<file path="src/rtl/hb_master_arbiter.sv">
`default_nettype none
// ============================================================================
// hb_master_arbiter : round-robin arbiter sharing one XT_HBUS slave port
//                     between several masters, with a transaction watchdog.
// Revision 1.0
// ============================================================================
module hb_master_arbiter #(
   parameter int MASTER_NUM = 3,
   parameter int TIMEOUT    = 15
) (
   input  logic                     hb_clk,
   input  logic                     rst,
   input  logic [MASTER_NUM-1:0]    m_ren,
   input  logic [MASTER_NUM-1:0]    m_wen,
   input  logic [MASTER_NUM*32-1:0] m_raddr,
   input  logic [MASTER_NUM*32-1:0] m_waddr,
   input  logic [MASTER_NUM*32-1:0] m_wdata,
   output logic [MASTER_NUM-1:0]    m_grant,
   output logic [MASTER_NUM-1:0]    m_rdone,
   output logic [MASTER_NUM-1:0]    m_wdone,
   output logic [31:0]              m_rdata,
   output logic                     s_ren,
   output logic                     s_wen,
   output logic [31:0]              s_raddr,
   output logic [31:0]              s_waddr,
   output logic [31:0]              s_wdata,
   input  logic                     s_read_finish,
   input  logic                     s_write_finish,
   input  logic [31:0]              s_rdata,
   output logic                     err_timeout
);

   localparam int                     C_IDX_W   = (MASTER_NUM > 1) ? $clog2(MASTER_NUM) : 1;
   localparam logic [MASTER_NUM-1:0]  C_ONE     = {{(MASTER_NUM-1){1'b0}}, 1'b1};
   localparam logic [C_IDX_W-1:0]     C_IDX_MAX = C_IDX_W'(MASTER_NUM - 1);
   localparam logic [7:0]             C_TO_LAST = 8'(TIMEOUT - 1);

   typedef enum logic [1:0] {
      ST_IDLE  = 2'd0,
      ST_READ  = 2'd1,
      ST_WRITE = 2'd2
   } state_t;

   state_t                r_state;
   state_t                w_state_nxt;
   logic [C_IDX_W-1:0]    r_ptr;
   logic [C_IDX_W-1:0]    r_owner;
   logic [MASTER_NUM-1:0] r_mask;
   logic [7:0]            r_cnt;

   logic [MASTER_NUM-1:0] w_req;
   logic                  w_hi_found;
   logic                  w_lo_found;
   logic [C_IDX_W-1:0]    w_hi_idx;
   logic [C_IDX_W-1:0]    w_lo_idx;
   logic [C_IDX_W-1:0]    w_win_idx;
   logic [MASTER_NUM-1:0] w_win_onehot;
   logic                  w_start;
   logic                  w_start_wr;
   logic                  w_finish;
   logic                  w_abort;
   logic                  w_end;

   logic [31:0] w_raddr_arr [MASTER_NUM];
   logic [31:0] w_waddr_arr [MASTER_NUM];
   logic [31:0] w_wdata_arr [MASTER_NUM];

   for (genvar gi = 0; gi < MASTER_NUM; gi++) begin : g_unpack
      assign w_raddr_arr[gi] = m_raddr[gi*32 +: 32];
      assign w_waddr_arr[gi] = m_waddr[gi*32 +: 32];
      assign w_wdata_arr[gi] = m_wdata[gi*32 +: 32];
   end

   // The master that just completed sits out one arbitration so it can drop its request.
   assign w_req = (m_ren | m_wen) & ~r_mask;

   // Lowest requester at or above the pointer wins; otherwise wrap to the lowest overall.
   always_comb begin
      w_hi_found = 1'b0;
      w_lo_found = 1'b0;
      w_hi_idx   = '0;
      w_lo_idx   = '0;
      for (int i = MASTER_NUM - 1; i >= 0; i--) begin
         if (w_req[i]) begin
            w_lo_found = 1'b1;
            w_lo_idx   = C_IDX_W'(i);
            if (C_IDX_W'(i) >= r_ptr) begin
               w_hi_found = 1'b1;
               w_hi_idx   = C_IDX_W'(i);
            end
         end
      end
   end

   assign w_win_idx    = w_hi_found ? w_hi_idx : w_lo_idx;
   assign w_win_onehot = C_ONE << w_win_idx;

   always_ff @(posedge hb_clk or posedge rst) begin
      if (rst) begin
         r_state <= ST_IDLE;
      end else begin
         r_state <= w_state_nxt;
      end
   end

   always_comb begin
      w_state_nxt = r_state;
      w_start     = 1'b0;
      w_start_wr  = 1'b0;
      w_finish    = 1'b0;
      w_abort     = 1'b0;
      case (r_state)
         ST_IDLE: begin
            if (w_lo_found) begin
               w_start     = 1'b1;
               w_start_wr  = m_wen[w_win_idx];
               w_state_nxt = w_start_wr ? ST_WRITE : ST_READ;
            end
         end
         ST_READ: begin
            if (s_read_finish) begin
               w_finish = 1'b1;
            end else if (r_cnt == C_TO_LAST) begin
               w_abort = 1'b1;
            end
            if (w_finish || w_abort) begin
               w_state_nxt = ST_IDLE;
            end
         end
         ST_WRITE: begin
            if (s_write_finish) begin
               w_finish = 1'b1;
            end else if (r_cnt == C_TO_LAST) begin
               w_abort = 1'b1;
            end
            if (w_finish || w_abort) begin
               w_state_nxt = ST_IDLE;
            end
         end
         default: begin
            w_state_nxt = ST_IDLE;
         end
      endcase
   end

   assign w_end = w_finish | w_abort;

   always_ff @(posedge hb_clk or posedge rst) begin
      if (rst) begin
         r_ptr       <= '0;
         r_owner     <= '0;
         r_mask      <= '0;
         r_cnt       <= '0;
         m_grant     <= '0;
         m_rdone     <= '0;
         m_wdone     <= '0;
         m_rdata     <= '0;
         s_ren       <= 1'b0;
         s_wen       <= 1'b0;
         s_raddr     <= '0;
         s_waddr     <= '0;
         s_wdata     <= '0;
         err_timeout <= 1'b0;
      end else begin
         m_rdone     <= '0;
         m_wdone     <= '0;
         err_timeout <= 1'b0;
         r_mask      <= '0;

         if (w_start) begin
            r_owner <= w_win_idx;
            m_grant <= w_win_onehot;
            s_raddr <= w_raddr_arr[w_win_idx];
            s_waddr <= w_waddr_arr[w_win_idx];
            s_wdata <= w_wdata_arr[w_win_idx];
            s_wen   <= w_start_wr;
            s_ren   <= ~w_start_wr;
            r_cnt   <= '0;
         end else if (r_state != ST_IDLE) begin
            r_cnt <= r_cnt + 8'd1;
         end

         if (w_end) begin
            s_ren       <= 1'b0;
            s_wen       <= 1'b0;
            m_grant     <= '0;
            r_mask      <= m_grant;
            r_ptr       <= (r_owner == C_IDX_MAX) ? '0 : r_owner + 1'b1;
            err_timeout <= w_abort;
            if (r_state == ST_READ) begin
               m_rdone <= m_grant;
               m_rdata <= w_finish ? s_rdata : 32'hFFFF_FFFF;
            end else begin
               m_wdone <= m_grant;
            end
         end
      end
   end

endmodule
`default_nettype wire

</file>
<file path="config.mk">
export PLATFORM = sky130hd
export DESIGN_NAME = hb_master_arbiter
export DESIGN_NICKNAME = d
export VERILOG_FILES = /design/src/rtl/hb_master_arbiter.sv
export SDC_FILE = /design/constraint.sdc
export NUM_CORES = 1
export LEC_CHECK = 0
export CORE_AREA = 3 3 180 182
export CTS_CLUSTER_SIZE = 8
export DETAILED_ROUTE_END_ITERATION = 8
export DIE_AREA = 0 0 183 185
export PLACE_DENSITY_LB_ADDON = 0.1
export SYNTH_ARGS = -nofsm -noshare
export SYNTH_HDL_FRONTEND = slang
export SYNTH_SLANG_ARGS = --single-unit
</file>
<file path="constraint.sdc">
create_clock -name hb_clk -period 6 [get_ports hb_clk]
set_clock_uncertainty 0.1 [all_clocks]
set_input_delay 1.2 -clock hb_clk [delete_from_list [all_inputs] [get_ports hb_clk]]
set_output_delay 1.2 -clock hb_clk [all_outputs]
set_load 0.02 [all_outputs]
</file>
==> summary.md <==
| Metric | Value |
|---|---|
| Worst vdd rail ir drop | `0.213 mV` |
| Die width | `roughly 180 um` |
| Commonest non-fill, non-tap cell in the layout | `clkdlybuf4s50_1` |
| Critical Path RT | `6.24 ns` |
| Number of global-route vias before repair | `7400` |
| CTS clk-pin slew, worst paths | `0.07 ns` |
| Post-synth top area cell | `dfrtp_1` |
| Hold_sp | `r_cnt[7]` |
| # rows | `64` |
| Ys Warns | `0` |
| Register area share after synthesis | `56.6%` |
| Post-synthesis mux area share | `0.144%` |
| All-layer global routing usage | `17.5%` |
| R2r setup slk | `3.14 ns` |
| Commonest non-fill, non-tap cells in the layout | `469 x clkdlybuf4s50_1, 157 x dfrtp_1, 112 x nand2_1, 96 x a222oi_1, 56 x o21ai_0` |
| Worst Reg-to-Reg Cells | `8` |
| Share of cells above drive strength 1 | `4.22%` |
| Final setup fails | `0` |
| Root buffer cell | `clkbuf_16` |
| Largest net degree at the start of global routing | `130` |
| Starting density of the core | `22.6%` |
| DRT antenna net count | `0` |
| Final RePlAce weighted congestion | `~0.75` |
| Synthesized instance count | `between 600 and 700` |
| Area grow syn2layout | `80.5%` |
| Status | `completed` |
| Psw | `0.00262 W` |
| Leakage | `between 4 and 5 nW` |
| Syn Area/Cell | `10.8 um2` |
| Vias | `a little over 7000` |
| CP Class | `in -> reg` |
| Final instance area | `12500 um2` |
| FF-to-FF End | `m_rdata[17]` |
| First-pass GRT wire length | `between 40 and 50 mm` |
| Clock latency on the worst-skew pair | `0.42 ns` |
| ANT cells | `0` |
| Synth Area in Compound Gates | `between 20 and 30%` |
| CTS buffer count | `17` |
| Clk sink count | `about 160` |
| Final wirelength | `about 31 mm` |
| Clock buffer depth | `2` |
| Seq pwr share | `28.6%` |
| Congestion Overflow GR | `0` |
| RR Startpoint | `r_cnt[0]` |
| Critical Path Fanout Max | `slightly above 70` |
| Die H | `185 um` |
| Power per cell area | `500 nW/um2` |
| Post_cts resized | `0` |
| Hold-fix buffers, CTS | `0` |
| Placed cell areas | `12000 um2` |
| #FFs+latches synth | `roughly 160` |
| Power consumption | `about 0.0063 W` |
| H-tree Lvls | `4` |
| Combinational power share | `54.0%` |
| RSZ-0062 raised after global routing | `false` |
| Yosys top cell area share | `56.6%` |
| Fin crit share | `58.4%` |
| Core area | `30700 um2` |
| Clock power frac | `17.4%` |
| Nets | `1413` |
| Die Footprint | `33900 um2` |
| First-pass DRT Iterations | `9` |
| Critical Path Start Type | `input pin` |
| Largest cells by area after synthesis | `dfrtp_1 57%, a222oi_1 14%, nand2_1 6.1%, o21ai_0 4.0%, o22a_1 4.0%` |
| Largest family of logic cells by synthesized area | `compound AO/OA/AOI/OAI gates` |
| Synth Area in Adders | `0.901%` |
| Hold path endpoint | `r_cnt[7]` |
| PortBufs | `~470` |
| CTS tree | `yes` |
| Worst-Margin Slew | `1.14 ns` |
| CP arrival | `3.74 ns` |
| Final hold vios | `0` |
| Residual DRC count | `0` |
| XOR/XNOR share of the synthesized area | `0.378%` |
| CP endpoint kind | `flip-flop` |
| Max Slew Vio Count | `0` |
| Post-synth cell types | `40` |
| Pint | `between 0.003 and 0.004 W` |
| Syn Std Cell Area | `6950 um2` |
| Hold Path Cell Cnt | `1` |
| Min-delay worst type | `reg -> reg` |
| Fmax achieved | `about 290 MHz` |
| Post-CTS Setup Inserts | `0` |
| DR iter-0 viols | `about 670` |
| Initial antenna violation count | `0` |
| Post-DP HPWL | `23.5 mm` |
| Ports | `470` |
| Setup TNS | `0 ns` |
| WL per Instance | `21.0 um` |
| Vias per cell | `4.79` |
| Synth Area in Simple Gates | `9.13%` |
| Rel. slew slack | `between 20% and 30%` |
| Switching fraction of total power | `41.8%` |
| Syn Nets | `just under 1000` |
| Max-cap viol count | `0` |
| Crit path time final | `about 3.5 ns` |
-- cell usage after synthesis --
cell       count
o21ai_1       45
nand2b_1       4
a221oi_2       1
xor2_1         1
a22oi_1        1
o211a_1        1
nand2_1      113
nand4b_1       1
nor3_1         1
nor3b_1        1
o211ai_1       3
o31ai_1        2
dfrtp_1      157
buf_6          4
nor2_1         9
o21bai_1       4
nand3_1        6
o2bb2ai_1      1
inv_1         10
buf_2         18
and2_1         4
a31o_2         1
a21oi_1        5
o21ai_0       56
nand4_1        2
buf_1          2
o22ai_1        2
mux2i_1        1
o21ba_2        3
xnor2_1        2
nor4_1         1
nor2b_1        2
and3_1         6
or2_1          1
a222oi_1      96
ha_1           5
clkbuf_1      39
a32o_1         1
o22a_1        32
o21a_1         2
-- cell families (layout without fill, tap and decap cells) --
family | Yosys count | count (layout)
AOI/OAI and AO/OA | 256 | 256
DFF | 157 | 157
and+or+nand+nor | 151 | 151
buffers and inverters | 73 | 517
adders and majority gates | 5 | 5
xor gates and xnor gates | 3 | 3
muxes | 1 | 1
-- how the worst max path moves through the flow --
stage / from / end / cells after the start / slack (ns)
global placement: m_wen[0] / s_raddr[17] / 7 / 2.11
detailed placement: m_wen[0] / s_waddr[10] / 7 / 2.04
global route: m_wen[2] / s_waddr[4] / 7 / 2.28
floorplan: rst / err_timeout / 1 / 0.47
CTS: m_wen[0] / s_raddr[13] / 7 / 2.50
finish: m_wen[0] / s_raddr[13] / 7 / 2.50
-- cell type report --
type / count / area, um2
clock buffers: 19 / 443
clock inverters: 12 / 138
fillers: 3034 / 18200
inverters: 10 / 42.5
multi-input cells: 416 / 2720
flip-flops and latches: 157 / 3930
well taps: 396 / 495
repair buffers: 476 / 4770
-- stage by stage --
| step | utilization, % | std cells | worst slack (ns) | hold slack [ns] |
|---|---|---|---|---|
| 6_report | 40.8 | 1486 | 2.50 | 0.378 |
| 5_1_grt | 40.8 | 1486 | 2.28 | 0.396 |
| 4_1_cts | 40.8 | 1486 | 2.50 | 0.382 |
| 3_5_place_dp | 38.9 | 1455 | 2.04 | 0.369 |
| 3_3_place_gp | 38.9 | 1455 | 2.11 | 0.362 |
| 2_1_floorplan | - | 646 | 0.465 | 0.343 |
-- sequential cells by signal (all words and copies together) (netlist names) --
name / count
m_rdata: 32
s_raddr: 32
s_waddr: 32
s_wdata: 32
r_cnt: 8
m_grant: 3
m_rdone: 3
m_wdone: 3
r_mask: 3
r_owner: 2
r_ptr: 2
r_state: 2
err_timeout: 1
s_ren: 1
s_wen: 1
-- worst max-delay path: stages --
cell and delay [ns]:
clkdlybuf4s50_1 0.44, o21ba_2 0.27, a21oi_1 0.22, o21a_4 0.72
buf_4 0.45, a222oi_1 0.13, o21ai_0 0.19
-- per-layer routing --
metal	GRT usage (%)	wire length (um)	vias up
met4	3.96	282	0
met5	0	0	-
li1	-	-	3376
met1	21.3	12500	3386
met2	31.0	15900	340
met3	5.03	2540	15
-- power by group through the flow --
stage | Clock, W | Sequential [W] | Combinational [W]
2_1_floorplan | 0 | 0.00231 | 0.00133
3_3_place_gp | 0 | 0.00180 | 0.00344
3_5_place_dp | 0 | 0.00181 | 0.00344
4_1_cts | 0.00113 | 0.00180 | 0.00344
5_1_grt | 0.00118 | 0.00186 | 0.00367
6_report | 0.00109 | 0.00179 | 0.00338
No activity file was read; power rests on OpenSTA's default activity.
==> RTL change (same settings) <==
Set the parameter `MASTER_NUM` to 2 (it was 3).
--- a/src/rtl/hb_master_arbiter.sv
+++ b/src/rtl/hb_master_arbiter.sv
@@ -5,7 +5,7 @@
 // Revision 1.0
 // ============================================================================
 module hb_master_arbiter #(
-   parameter int MASTER_NUM = 3,
+   parameter int MASTER_NUM = 2,
    parameter int TIMEOUT    = 15
 ) (
    input  logic                     hb_clk,
Ports: changed (8 resized); port bits go from 470 to 369. The function was not compared with the original's and may differ.
==> RTL change against the original RTL <==
Routed wire length decreased by 25%; synthesized area down 0.31%; total power shrank 12%; worst setup slack improved by 0.071 ns; register-to-register slack gained 0.13 ns; final area shrank 8.5%; sequential cell count is 6 lower.
==> RTL change: results (changes against the original RTL) <==
top cells by area, synth = dfrtp_1 55%, mux2i_1 14%, nand2_1 5.6%
Crit. Startpoint = m_wen[1]
first-pass GRT wire length = 34,100 um (-25%)
crit path max fanout = 93 (+29%)
worst r2r path cells = 7 (-1)
worst vdd ir = 0.211 mV (-0.63%)
synth cell count leaders = 151 x dfrtp_1, 103 x nand2_1, 97 x mux2i_1
initial antenna violation count = 1 (+1)
1st-iter DRT viols = 214 (-68%)
vias in the first global route = 5,796 (-22%)
final WL = 23,300 um (-25%)
Worst slew margin = 30.5% (+6.8 points)
Detail Placement HPWL = 17,100 um (-27%)
post-synthesis net count = 896 (-8.7%)
pin count of the biggest net entering global routing = 94 (-28%)
Pwr Density = 480 nW/um^2 (-4.0%)
vias = 5,932 (-17%)
drt pass-1 iters = 4 (-5)
Crit path arrival time = 3.62 ns (-0.12 ns)
slowest CP cell = a21bo_4
Post-synth ARST share = 100% (unchanged)
Final GP Congestion = 0.684 (-8.8%)
Buffers on Ports = 368 (-22%)
capturing point of the worst reg2reg path = m_grant[1]
nets = 1,246 (-12%)
Yosys cell types = 43 (+7.5%)
Critical R2R Launch = r_state[1]
post-synthesis sequential area ratio = 54.6% (-2.0 points)
H-tree Lvls = 4 (unchanged)
# fillers = 3,109 (+2.5%)
CP endpoint = s_waddr[10]
Leak = 0.00478 uW (-4.0%)
status = complete, no violations
Max stage delay on crit path = 0.86 ns (+0.14 ns)
DP Area = 10,900 um^2 (-9.0%)
reg2reg setup slack = 3.27 ns (+0.13 ns)
RTL change: layer usage:
metal / wire (um) / share of wire (%) / global-route usage [%] / vias to the layer above
met5: 0 / 0 / 0 / -
met4: 285 / 1.2 / 3.72 / 0
met3: 1950 / 8.4 / 4.85 / 15
met2: 11100 / 48 / 21.5 / 212
met1: 9920 / 43 / 16.1 / 2709
li1: - / - / - / 2996
RTL change: worst min-delay path by stage:
| stage | slack, ns | cells past startpoint | end | startpoint |
|---|---|---|---|---|
| finish | 0.38 | 2 | s_raddr[13] | s_raddr[13] |
| global route | 0.41 | 2 | s_wdata[4] | s_wdata[4] |
| CTS | 0.38 | 2 | s_waddr[17] | s_waddr[17] |
| detailed placement | 0.37 | 2 | s_waddr[17] | s_waddr[17] |
| global placement | 0.36 | 2 | s_waddr[31] | s_waddr[31] |
| floorplan | 0.34 | 1 | r_cnt[7] | r_cnt[7] |
RTL change: logic make-up (layout without fill, tap and decap cells):
logic type               count (synthesis)  count (layout)  synth area share (%)
AO/OA/AOI/OAI                          188             188                  15.1
flip-flops                             151             151                  54.6
AND/OR/NAND/NOR                        132             132                  8.22
multiplexers                            98              98                  14.2
buffers and inverters                   84             447                  6.90
adder cells (fa/ha/maj)                  5               5                 0.904
XOR/XNOR                                 1               1                 0.127
other                                    0               1                     0
RTL change: worst reg2reg max path, cell delays in order, from the launching register on:
cell	delay, ns
dfrtp_1	0.38
inv_1	0.07
ha_2	0.42
a22o_1	0.32
and2_1	0.19
a21oi_4	0.68
buf_4	0.35
a21boi_1	0.17
RTL change: final cells by class:
type,count,share of cell area (%)
Antenna cell,1,0.0218
Sequential cell,151,32.9
Tap cell,396,4.32
Clock inverter,15,1.43
Multi-Input combinational cell,424,23.5
Inverter,39,1.32
Clock buffer,17,3.71
Timing Repair Buffer,376,32.8
RTL change: report_power, final:
part | switching [uW] | internal, uW
clock | 486 | 590
sequential | 204 | 1420
combinational | 1540 | 1260
RTL change: metrics by stage:
| stage | std cells | setup WS [ns] | hold WS (ns) | total power, uW | util [%] |
|---|---|---|---|---|---|
| floorplan | 659 | 0.635 | 0.343 | 3340 | - |
| global placement | 1386 | 2.11 | 0.361 | 4490 | 35.4 |
| detailed placement | 1386 | 2.05 | 0.369 | 4510 | 35.4 |
| CTS | 1418 | 2.53 | 0.385 | 5630 | 37.3 |
| global route | 1419 | 2.33 | 0.406 | 5910 | 37.3 |
| finish | 1419 | 2.57 | 0.377 | 5500 | 37.3 |
